**src/rtl/uart_rx_deframer_if.sv**
```systemverilog
// Parallel side of the UART receive deframer: serial input, FIFO-full status,
// received byte and its one-cycle status strobes.
interface uart_rx_deframer_if;
    logic       rx_sync;
    logic       fifo_full;
    logic [7:0] data;
    logic       data_valid;
    logic       frame_err;
    logic       overrun;
    logic       busy;

    modport master (
        input  rx_sync,
        input  fifo_full,
        output data,
        output data_valid,
        output frame_err,
        output overrun,
        output busy
    );

    modport slave (
        output rx_sync,
        output fifo_full,
        input  data,
        input  data_valid,
        input  frame_err,
        input  overrun,
        input  busy
    );
endinterface

```
**src/rtl/uart_rx_deframer.sv**
```systemverilog
// 8N1 UART receive deframer: counts clocks per bit, samples mid-bit and emits
// bytes plus single-cycle framing-error / overrun strobes for an RX FIFO.
module uart_rx_deframer #(
    parameter int CLKS_PER_BIT = 434
) (
    input  logic                 clk,
    input  logic                 rst,
    uart_rx_deframer_if.master   bus
);

    localparam int HALF  = CLKS_PER_BIT / 2;
    localparam int CNT_W = $clog2(CLKS_PER_BIT);

    localparam logic [CNT_W-1:0] HALF_LAST = CNT_W'(HALF - 1);
    localparam logic [CNT_W-1:0] BIT_LAST  = CNT_W'(CLKS_PER_BIT - 1);
    localparam logic [CNT_W-1:0] CNT_ONE   = CNT_W'(1);

    localparam logic [2:0] S_IDLE      = 3'd0;
    localparam logic [2:0] S_START     = 3'd1;
    localparam logic [2:0] S_DATA      = 3'd2;
    localparam logic [2:0] S_STOP      = 3'd3;
    localparam logic [2:0] S_WAIT_HIGH = 3'd4;

    logic [2:0]       state_q,      state_d;
    logic [CNT_W-1:0] cnt_q,        cnt_d;
    logic [2:0]       idx_q,        idx_d;
    logic [7:0]       shift_q,      shift_d;
    logic [7:0]       data_q,       data_d;
    logic             data_valid_q, data_valid_d;
    logic             frame_err_q,  frame_err_d;
    logic             overrun_q,    overrun_d;

    logic half_done;
    logic bit_done;

    assign half_done = (cnt_q == HALF_LAST);
    assign bit_done  = (cnt_q == BIT_LAST);

    always_comb begin
        state_d      = state_q;
        cnt_d        = cnt_q;
        idx_d        = idx_q;
        shift_d      = shift_q;
        data_d       = data_q;
        data_valid_d = 1'b0;
        frame_err_d  = 1'b0;
        overrun_d    = 1'b0;

        case (state_q)
            S_IDLE: begin
                if (!bus.rx_sync) begin
                    state_d = S_START;
                    cnt_d   = '0;
                end
            end

            // A start bit that is high again at its midpoint is a line glitch.
            S_START: begin
                if (half_done) begin
                    cnt_d = '0;
                    if (!bus.rx_sync) begin
                        state_d = S_DATA;
                        idx_d   = 3'd0;
                    end else begin
                        state_d = S_IDLE;
                    end
                end else begin
                    cnt_d = cnt_q + CNT_ONE;
                end
            end

            S_DATA: begin
                if (bit_done) begin
                    cnt_d          = '0;
                    shift_d[idx_q] = bus.rx_sync;
                    idx_d          = idx_q + 3'd1;
                    if (idx_q == 3'd7) begin
                        state_d = S_STOP;
                    end
                end else begin
                    cnt_d = cnt_q + CNT_ONE;
                end
            end

            // fifo_full only matters here, at the stop-bit sample.
            S_STOP: begin
                if (bit_done) begin
                    cnt_d = '0;
                    if (bus.rx_sync) begin
                        state_d = S_IDLE;
                        if (bus.fifo_full) begin
                            overrun_d = 1'b1;
                        end else begin
                            data_d       = shift_q;
                            data_valid_d = 1'b1;
                        end
                    end else begin
                        frame_err_d = 1'b1;
                        state_d     = S_WAIT_HIGH;
                    end
                end else begin
                    cnt_d = cnt_q + CNT_ONE;
                end
            end

            // Hold off while the line sits in break so it cannot look like a new start bit.
            S_WAIT_HIGH: begin
                if (bus.rx_sync) begin
                    state_d = S_IDLE;
                end
            end

            default: begin
                state_d = S_IDLE;
                cnt_d   = '0;
                idx_d   = 3'd0;
            end
        endcase
    end

    always_ff @(posedge clk or posedge rst) begin
        if (rst) begin
            state_q      <= S_IDLE;
            cnt_q        <= '0;
            idx_q        <= 3'd0;
            shift_q      <= 8'h00;
            data_q       <= 8'h00;
            data_valid_q <= 1'b0;
            frame_err_q  <= 1'b0;
            overrun_q    <= 1'b0;
        end else begin
            state_q      <= state_d;
            cnt_q        <= cnt_d;
            idx_q        <= idx_d;
            shift_q      <= shift_d;
            data_q       <= data_d;
            data_valid_q <= data_valid_d;
            frame_err_q  <= frame_err_d;
            overrun_q    <= overrun_d;
        end
    end

    assign bus.data       = data_q;
    assign bus.data_valid = data_valid_q;
    assign bus.frame_err  = frame_err_q;
    assign bus.overrun    = overrun_q;
    assign bus.busy       = (state_q != S_IDLE);

    a_flags_exclusive: assert property (@(posedge clk) disable iff (rst)
        $onehot0({data_valid_q, frame_err_q, overrun_q}));

    a_valid_single: assert property (@(posedge clk) disable iff (rst)
        data_valid_q |=> !data_valid_q);

    a_ferr_single: assert property (@(posedge clk) disable iff (rst)
        frame_err_q |=> !frame_err_q);

    a_ovr_single: assert property (@(posedge clk) disable iff (rst)
        overrun_q |=> !overrun_q);

endmodule

```
**src/flat_wrapper.sv**
```systemverilog
// flat-port wrapper written by rule: the top's interface ports become plain ports
module uart_rx_deframer_flat 
#(
    parameter int CLKS_PER_BIT = 434
)
  (clk, rst, bus_rx_sync, bus_fifo_full, bus_data, bus_data_valid, bus_frame_err, bus_overrun, bus_busy);
  uart_rx_deframer_if bus_i ();
  input  logic clk;
  input  logic rst;
  input wire logic [$bits(bus_i.rx_sync)-1:0] bus_rx_sync;
  input wire logic [$bits(bus_i.fifo_full)-1:0] bus_fifo_full;
  output wire logic [$bits(bus_i.data)-1:0] bus_data;
  output wire logic [$bits(bus_i.data_valid)-1:0] bus_data_valid;
  output wire logic [$bits(bus_i.frame_err)-1:0] bus_frame_err;
  output wire logic [$bits(bus_i.overrun)-1:0] bus_overrun;
  output wire logic [$bits(bus_i.busy)-1:0] bus_busy;
  assign bus_i.rx_sync = bus_rx_sync;
  assign bus_i.fifo_full = bus_fifo_full;
  assign bus_data = bus_i.data;
  assign bus_data_valid = bus_i.data_valid;
  assign bus_frame_err = bus_i.frame_err;
  assign bus_overrun = bus_i.overrun;
  assign bus_busy = bus_i.busy;
  uart_rx_deframer #(.CLKS_PER_BIT(CLKS_PER_BIT)) u_core (.clk(clk), .rst(rst), .bus(bus_i));
endmodule
```
**config.mk**
```make
export PLATFORM = sky130hd
export DESIGN_NAME = uart_rx_deframer_flat
export DESIGN_NICKNAME = d
export VERILOG_FILES = /design/src/rtl/uart_rx_deframer_if.sv /design/src/rtl/uart_rx_deframer.sv /design/src/flat_wrapper.sv
export SDC_FILE = /design/constraint.sdc
export NUM_CORES = 1
export LEC_CHECK = 0
export CAP_MARGIN = 20
export CORE_UTILIZATION = 35
export CTS_CLUSTER_DIAMETER = 200
export DETAILED_ROUTE_END_ITERATION = 8
export SLEW_MARGIN = 10
export SYNTH_ARGS = -nofsm -noshare
export SYNTH_HDL_FRONTEND = slang
export SYNTH_SLANG_ARGS = --single-unit
```
**constraint.sdc**
```tcl
create_clock -name clk -period 4.2 [get_ports clk]
set_input_delay 1.05 -clock clk [delete_from_list [all_inputs] [get_ports clk]]
set_output_delay 1.05 -clock clk [all_outputs]
set_load 0.02 [all_outputs]
```
==> metrics.cfg <==
[status]
run_status=finished, final reports clean

[timing]
period_share_pct=66.8
fin_tns_setup_ns=0
final_max_slew_viol_count=0
fin_worst_skew_ns=0.00365
final-hold-violation-count=0
rsz0062_at_grt=no
worstMarginPinSlew_ns=0.674
setup_viol=0
fmax_mhz=356
relSlewSlack_pct=54.8
hold_ws_ns=0.503
finalCriticalPeriod_ns=2.81

[clock_network]
htreeDepth=2
cts_buffer_depth=2
path_clk_slew_ns=0.07
cts.sinks=34
tritoncts=yes
cts_buffers=5
clk_latency_ns=0.28
postCtsSetupBuffers=0
cts-root-buf=clkbuf_8
cts-hold-fix-buffers=0
ctsResizeCount=0

[layout]
fill_cells=443
syn_to_final_growth_pct=19.3
diodes=0
drive_above_1_share_pct=15.9
finish.utilization_pct=43.4
nNetsFinal=191

[power]
cellPowerDensity_nw_per_um2=482
p_leak_nw=0.884
peakVddDrop_uv=256

[critical_path]
r2r_setup_slack_ns=1.57
cp_max_fo=15
cp.arrival_ns=1.76
timing_worst_setup_path_type=register to primary output
r2r-start=u_core.cnt_q[0]
endpoint_kind=primary output
path_cells=or3_1 > clkdlybuf4s50_1
worstSetupStartpointType=register
cpPeakStageDelay_ns=0.54
cpMaxStageDelayCell=clkdlybuf4s50_1
path_buf_inv=1
rr_worst_depth=6
critPathRequiredTime_ns=3.15
critPathTopFamily=buffers and inverters
worst_r2r_endpoint=u_core.idx_q[0]

[die]
die_h_um=72.0
fp.dieW_um=72.0
ioPinCount=16
die_area_sq_um=5190
num_rows=25
core_area_sq_um=4720
start_util_pct=36.3

[synthesis]
synth-edff-count=0
yosysUniqueCellTypes=38
synth_top_family_by_area=simple AND/OR/NAND/NOR gates
synth_xor_area_share_pct=0
yosys.area_share.adder_pct=3.64
yosys.area_share.simple_pct=21.6
postSynthCellCount=165
muxShareOfSynthArea_pct=11.8
seq_area_frac_synth_pct=49.6
synth_compound_area_share_pct=11.2
synthesis.nets=174
async_reset_ff_share_pct=100
synth_warnings=0
synth_area_sq_um=1720
ys.flop_type=dfrtp_1
syn-mean-instance-area_sq_um=10.4
ys_ff_latch=34

[placement]
hpwl_um=2450
io_buffers=15
gp_congestion=0.915

[grt]
grt_pass1_wl_um=5720
grt-ovfl-total=0
grt_max_degree=35
grt_antenna_before_repair=0
grt_pass1_vias=1201
grt_use_total_pct=14.6

[drt]
first_pass_iters=4
wl_per_cell_um=14.0
wl_met2_um=1690
wl_met3_um=138
wl_um=3480
wl_met1_um=1590
ant_nets=0
via_per_inst=5.21
drcViolationCount=0
dr.first_iter.drc_count=56
dr.max_layer_used=met4
vias=1297

[min_path]
min_to=u_core.bus.data[6]
hp-start=u_core.shift_q[6]
min_path_type=register to register
whs_path_depth=1

[job]
drv_cap=0

==> per-layer routing <==
metal / track usage (%) / vias up
li1: - / 631
met1: 18.8 / 624
met2: 22.7 / 35
met3: 3.75 / 7
met4: 7.63 / 0
met5: 0 / -
==> power by group <==
part	switching, W	internal (W)	leakage [nW]	total [W]
Combinational	0.000135	0.000111	0.390	0.000246
Sequential	0.0000725	0.000368	0.437	0.000440
Clock	0.000111	0.000190	0.0573	0.000301
Total	0.000319	0.000668	0.884	0.000988
==> how the worst max path moves through the flow <==
stage	start	to	slack (ns)	cells past startpoint
6_report	u_core.state_q[0]	bus_busy	1.39	2
5_1_grt	bus_rx_sync	u_core.bus.data[1]	1.25	4
4_1_cts	bus_rx_sync	u_core.bus.data[5]	1.39	4
3_5_place_dp	bus_rx_sync	u_core.bus.data[2]	1.07	4
3_3_place_gp	bus_rx_sync	u_core.bus.data[1]	1.23	4
2_1_floorplan	u_core.cnt_q[0]	u_core.idx_q[0]	1.81	6
==> cell usage in the layout (no fill, tap or decap), types with 2 or more instances in the layout <==
master and n:
dfrtp_1 34, nand2_1 23, clkdlybuf4s50_1 15, mux2_2 14
nor2_1 10, o21ai_0 10, a21oi_1 6, clkbuf_8 6
nand3_1 5, ha_1 5, inv_1 4, nor2b_1 4
nor3_1 4, o31a_1 3, mux2_4 3, o31ai_1 3
o22ai_1 3, and3_1 2, nor3b_1 2, and4b_1 2
nand4_1 2, nor4_1 2, a211oi_1 2, o211ai_1 2
==> cell families (layout without fill, tap and decap cells) <==
group,Yosys count,count (layout)
adder cells (fa/ha/maj),5,5
AND/OR/NAND/NOR,68,68
buffers and inverters,10,27
flip-flops,34,34
AO/OA/AOI/OAI,31,31
multiplexers,17,17
==> metrics by stage <==
stage | worst slack (ns) | power (W) | instance area [sq um] | instances
after detailed placement | 1.07 | 0.000690 | 1940 | 242
after CTS | 1.39 | 0.000994 | 2050 | 249
after floorplan | 1.81 | 0.000620 | 1720 | 165
after global placement | 1.23 | 0.000672 | 1940 | 242
final | 1.39 | 0.000988 | 2050 | 249
after global routing | 1.25 | 0.00105 | 2050 | 249
==> synthesized netlist by cell type (4+ instances only) <==
cell type | n | share of area (%)
mux2_2 | 14 | 9.2
nand2_1 | 23 | 5.0
nand3_1 | 5 | 1.5
o21ai_0 | 10 | 2.9
ha_1 | 5 | 3.6
inv_1 | 4 | 0.87
clkbuf_1 | 5 | 1.1
nor2b_1 | 4 | 1.5
nor2_1 | 10 | 2.2
a21oi_1 | 6 | 1.7
nor3_1 | 4 | 1.2
dfrtp_1 | 34 | 50
==> state kept, by name, indices dropped and copies added, names as in the netlist <==
signal                 cells
u_core.bus.data_valid      1
u_core.shift_q             8
u_core.bus.overrun         1
u_core.state_q             3
u_core.cnt_q               9
u_core.bus.frame_err       1
u_core.idx_q               3
u_core.bus.data            8
==> cell type report <==
cell class	instances	area [sq um]	area share, %
repair buffers	16	158	7.70
multi-input cells	121	828	40.4
clock buffers	6	82.6	4.03
clock inverters	1	30.0	1.47
well taps	67	83.8	4.09
inverters	4	15.0	0.733
flip-flops and latches	34	851	41.5
Note: power is estimated with default switching activity, not from simulation.
